**src/rtl/router_odata_arbiter.sv**
```systemverilog
// Round-robin, packet-locked arbiter driving one router output port's registered ODATA,
// with credit-based flow control toward the downstream router.
module router_odata_arbiter #(
  parameter int NUM_IN  = 4,
  parameter int DATA_W  = 32,
  parameter int CREDITS = 4,
  localparam int IDW    = $clog2(NUM_IN),
  localparam int CW     = $clog2(CREDITS + 1)
) (
  input  logic                     i_clk,
  input  logic                     i_reset,
  input  logic [NUM_IN-1:0]        i_in_valid,
  input  logic [NUM_IN-1:0]        i_in_head,
  input  logic [NUM_IN-1:0]        i_in_tail,
  input  logic [NUM_IN*DATA_W-1:0] i_in_data,
  output logic [NUM_IN-1:0]        o_in_ready,
  input  logic                     i_credit_in,
  output logic [DATA_W-1:0]        o_odata,
  output logic                     o_ovalid,
  output logic [IDW-1:0]           o_grant_id,
  output logic                     o_busy,
  output logic                     o_credit_err
);

  // state    | meaning
  // S_IDLE   | arbitrating among head flits, round-robin from r_rr_ptr
  // S_LOCKED | o_grant_id owns the output until its tail flit transfers
  typedef enum logic {S_IDLE, S_LOCKED} state_t;

  state_t          r_state;
  logic [IDW-1:0]  r_rr_ptr;
  logic [CW-1:0]   r_credits;

  logic [IDW-1:0]  w_idx;
  logic [IDW-1:0]  w_win;
  logic            w_found;
  logic [IDW-1:0]  w_sel;
  logic            w_req;
  logic            w_xfer;
  logic [IDW-1:0]  w_next;
  logic [DATA_W-1:0] w_data;
  logic [NUM_IN-1:0] w_ready;

  always_comb begin
    w_idx   = '0;
    w_win   = '0;
    w_found = 1'b0;
    for (int k = 0; k < NUM_IN; k++) begin
      w_idx = IDW'((32'(r_rr_ptr) + 32'(k)) % 32'(NUM_IN));
      if (!w_found && i_in_valid[w_idx] && i_in_head[w_idx]) begin
        w_found = 1'b1;
        w_win   = w_idx;
      end
    end
  end

  always_comb begin
    w_sel  = (r_state == S_LOCKED) ? o_grant_id : w_win;
    w_req  = (r_state == S_LOCKED) ? i_in_valid[o_grant_id] : w_found;
    // Credits are checked against the registered count only, so in_ready never sees credit_in.
    w_xfer = w_req && (r_credits != '0) && !i_reset;
    w_next = (w_sel == IDW'(NUM_IN - 1)) ? '0 : w_sel + IDW'(1);
    w_data = i_in_data[int'(w_sel)*DATA_W +: DATA_W];
    w_ready        = '0;
    w_ready[w_sel] = w_xfer;
  end

  assign o_in_ready = w_ready;

  always_ff @(posedge i_clk) begin
    if (i_reset) begin
      r_state      <= S_IDLE;
      r_rr_ptr     <= '0;
      r_credits    <= CW'(CREDITS);
      o_odata      <= '0;
      o_ovalid     <= 1'b0;
      o_grant_id   <= '0;
      o_busy       <= 1'b0;
      o_credit_err <= 1'b0;
    end else begin
      o_ovalid <= w_xfer;
      if (w_xfer) o_odata <= w_data;

      if (w_xfer && !i_credit_in) begin
        r_credits <= r_credits - CW'(1);
      end else if (!w_xfer && i_credit_in) begin
        if (r_credits == CW'(CREDITS)) o_credit_err <= 1'b1;
        else                           r_credits    <= r_credits + CW'(1);
      end

      if (w_xfer) begin
        case (r_state)
          S_IDLE: begin
            o_grant_id <= w_sel;
            if (i_in_tail[w_sel]) begin
              r_rr_ptr <= w_next;
            end else begin
              r_state <= S_LOCKED;
              o_busy  <= 1'b1;
            end
          end
          S_LOCKED: begin
            if (i_in_tail[w_sel]) begin
              r_state  <= S_IDLE;
              r_rr_ptr <= w_next;
              o_busy   <= 1'b0;
            end
          end
          default: r_state <= S_IDLE;
        endcase
      end
    end
  end

endmodule

```
**config.mk**
```make
export PLATFORM = sky130hd
export DESIGN_NAME = router_odata_arbiter
export DESIGN_NICKNAME = d
export VERILOG_FILES = /design/src/rtl/router_odata_arbiter.sv
export SDC_FILE = /design/constraint.sdc
export NUM_CORES = 1
export LEC_CHECK = 0
export ABC_AREA = 1
export BUFFER_PORTS_ARGS = -buffer_cell sky130_fd_sc_hd__buf_4
export CAP_MARGIN = 25
export CORE_MARGIN = 2
export CORE_UTILIZATION = 25
export CTS_CLUSTER_DIAMETER = 60
export DETAILED_ROUTE_END_ITERATION = 16
export PLACE_DENSITY_LB_ADDON = 0.2
export SLEW_MARGIN = 40
export SYNTH_ARGS = -nofsm -noshare
export SYNTH_HDL_FRONTEND = slang
export SYNTH_SLANG_ARGS = --single-unit
```
**constraint.sdc**
```tcl
create_clock -name i_clk -period 3.3 [get_ports i_clk]
set_input_delay 0.66 -clock i_clk [delete_from_list [all_inputs] [get_ports i_clk]]
set_output_delay 0.66 -clock i_clk [all_outputs]
set_load 0.02 [all_outputs]
```
==> metrics <==
status complete, no violations; Critical-path top delay cell dfxtp_1; Syn Area/Cell 6.15 sq um; global-route wire length before repair 16900 um; number of hold buffers added after CTS 0; routability cong. 0.816; Syn. warnings 0; DP HPWL 8390 um; top post-synthesis cells by area dfxtp_1 24%, inv_1 13%, nand2_1 12%; Max Cap Viol 0; layout cells sized above 1 31.8%; Netlist cell types 30; Fin. Hold Viols 0; most numerous cell in the Yosys netlist inv_1; router iterations before antenna repair 4; synth cell count leaders 128 x inv_1, 113 x nand2_1, 72 x nor2_1, 56 x nand3_1, 43 x dfxtp_1; Syn Std Cell Area 3600 sq um; area grow syn2layout 44.2%; ANT nets after route 0; Syn Inst Count 585; critical-path cell list inv_4 > nand3_2 > nand2_1 > nand2_1 > nand2_2 > nor2_8 > nand2_1 > nand3_1 > nand2_2 > nand2_4 > nand2_4 > inv_1 > ha_1 > inv_1 > nor2_1 > buf_4; IO Count 184; Site Rows 43; clk buf depth 2; Port Buf Inserts 183; Finished Layout Cells 929; Starting Density 25.7%; ys flop type dfxtp_1; vias in the first global route 3697; largest stage delay on the critical path 540 ps; Chip Width 124 um; fmax 331 MHz; Global Route Usage Sum 13.6%; largest net degree at the start of global routing 77; DRC 0; Die Ht 124 um; drt total wl 10900 um; GR met3 Demand/Resource 3.16%; minimum clock period 3020 ps; share of async-settable or async-resettable flops after synthesis 0%; Final Cycle Share 91.6%; post-synth top area share 23.9%; CTS root buffer clkbuf_16; met1 Use GR 17.6%; RSZ-0062 raised after global routing no; clock edge transition at the registers on the reported setup and hold paths 60 ps; Post-layout nets 898; EDFF count, synth 0; Worst Clk Skew 6.95 ps; fill count 1558; Syn Nets 735; drt initial violations 153; vias 4005; Skew-Pair Late Insertion Delay 280 ps; dpl cells 921; Avg WL per Cell 11.7 um; Worst path top cell family by delay simple AND/OR/NAND/NOR gates; CTS tree done; worst hold-check path type register to register; Buf+Inv Stages, Crit Path 4; initial antenna violation count 0; GR peak layer met2; area leader, netlist dfxtp_1; final setup vio count 0; WP data arrival 2360 ps; CP Launch Type register; sequential fraction of the synthesis area 23.9%; WP data required 2640 ps; kind of critical path register to primary output; Num Clock Sinks 43; max-slew violations 0; grt ovf 0; H-tree depth 2; Worst Path Max Fanout 10; hold_ws 467 ps; Static Leak 2.94 nW; Inserted Diodes 0; max_slew headroom 51.3%; Synth Register Bits 43; DR vias/cell 4.31; met2 Usage GRT 22.9%; Power Density 1230 nW/um^2; Util after Layout 37.1%; Num CTS Buffers 5; post-route setup TNS 0 ps; worst vdd ir 0.000865 V; Die ar. 15400 sq um; count of cells resized by post-cts repair 0; worst slew pin tran 731 ps; CORE AREA 14000 sq um; postcts setup bufs 0; most frequent CP cell nand2_1; Crit. End Element primary output
[state kept, by name, summed over array words and instances, names as in the netlist]
signal        count
o_odata          32
o_ovalid          1
r_rr_ptr          2
r_state           1
o_credit_err      1
r_credits         3
o_busy            1
o_grant_id        2
[stage by stage]
stage	worst slack, ps	power, mW	area (sq um)
2_1_floorplan	333	4.99	3600
3_3_place_gp	423	5.85	5030
3_5_place_dp	335	5.93	5030
4_1_cts	253	6.48	5190
5_1_grt	16.5	7.16	5190
6_report	276	6.38	5190
[worst reg2reg max path: cells and delay by family, from the launching register on]
kind	cells	cell delay, ps
AND/OR/NAND/NOR	9	830
adder cells (fa/ha/maj)	2	560
flip-flops	1	540
buffers and inverters	4	320
AO/OA/AOI/OAI	2	240
XOR/XNOR	1	170
[final cells by class]
cell class | count | area, sq um | area share, %
clock buffer | 8 | 156 | 3.01
timing repair buffer | 189 | 1440 | 27.8
multi-input combinational | 377 | 2010 | 38.6
inverter | 132 | 498 | 9.59
tap | 180 | 225 | 4.34
sequential | 43 | 861 | 16.6
[worst paths after layout]
path                            cells after the start                        end  slack [ps]                      start
worst max-delay path                               16              o_in_ready[1]         280   r_rr_ptr[0]$_SDFFE_PP0P_
worst min-delay path                                2  o_credit_err$_SDFFE_PP0P_         470  o_credit_err$_SDFFE_PP0P_
worst max register to register                     18  r_credits[2]$_SDFFE_PP1P_         530   r_rr_ptr[0]$_SDFFE_PP0P_
worst min register to register                      2  o_credit_err$_SDFFE_PP0P_         470  o_credit_err$_SDFFE_PP0P_
[cells in the final DEF, fill, tap and decap left out]
master,count
ha_1,6
a31oi_1,1
inv_4,1
o211ai_1,7
inv_2,3
fa_1,1
xor2_1,1
buf_12,2
nor2_8,1
o31ai_1,1
clkbuf_8,2
o21ai_0,25
nand2_1,113
nor2_1,72
inv_1,128
clkbuf_1,1
o211ai_2,26
nand3_2,4
nand4_1,4
dfxtp_1,43
a21oi_1,38
clkbuf_16,5
nand2_2,4
nand3_1,56
buf_4,187
a311oi_1,1
o21ai_1,12
a21boi_0,1
nand2_4,3
[cells by family (layout without fill, tap and decap cells)]
logic type / count (synthesis) / in the layout / synth area share, %
buf+inv: 165 / 329 / 20.3
simple gates: 257 / 257 / 31.1
xor+xnor: 1 / 1 / 0.243
fa+ha+maj: 7 / 7 / 2.64
flops: 43 / 43 / 23.9
compound gates: 112 / 112 / 21.8
[layer usage]
layer,vias up,wire length (um)
met5,-,0
met4,0,156
met3,11,869
met2,112,5190
met1,1735,4670
li1,2147,-
[power by group]
part	switching (mW)	leakage (nW)	total, mW	internal, mW
sequential	0.171	0.356	0.960	0.789
clock	0.197	0.0772	0.520	0.322
combinational	3.12	2.51	4.90	1.79
total	3.49	2.94	6.38	2.90
Power figures use the tool's default switching activity.
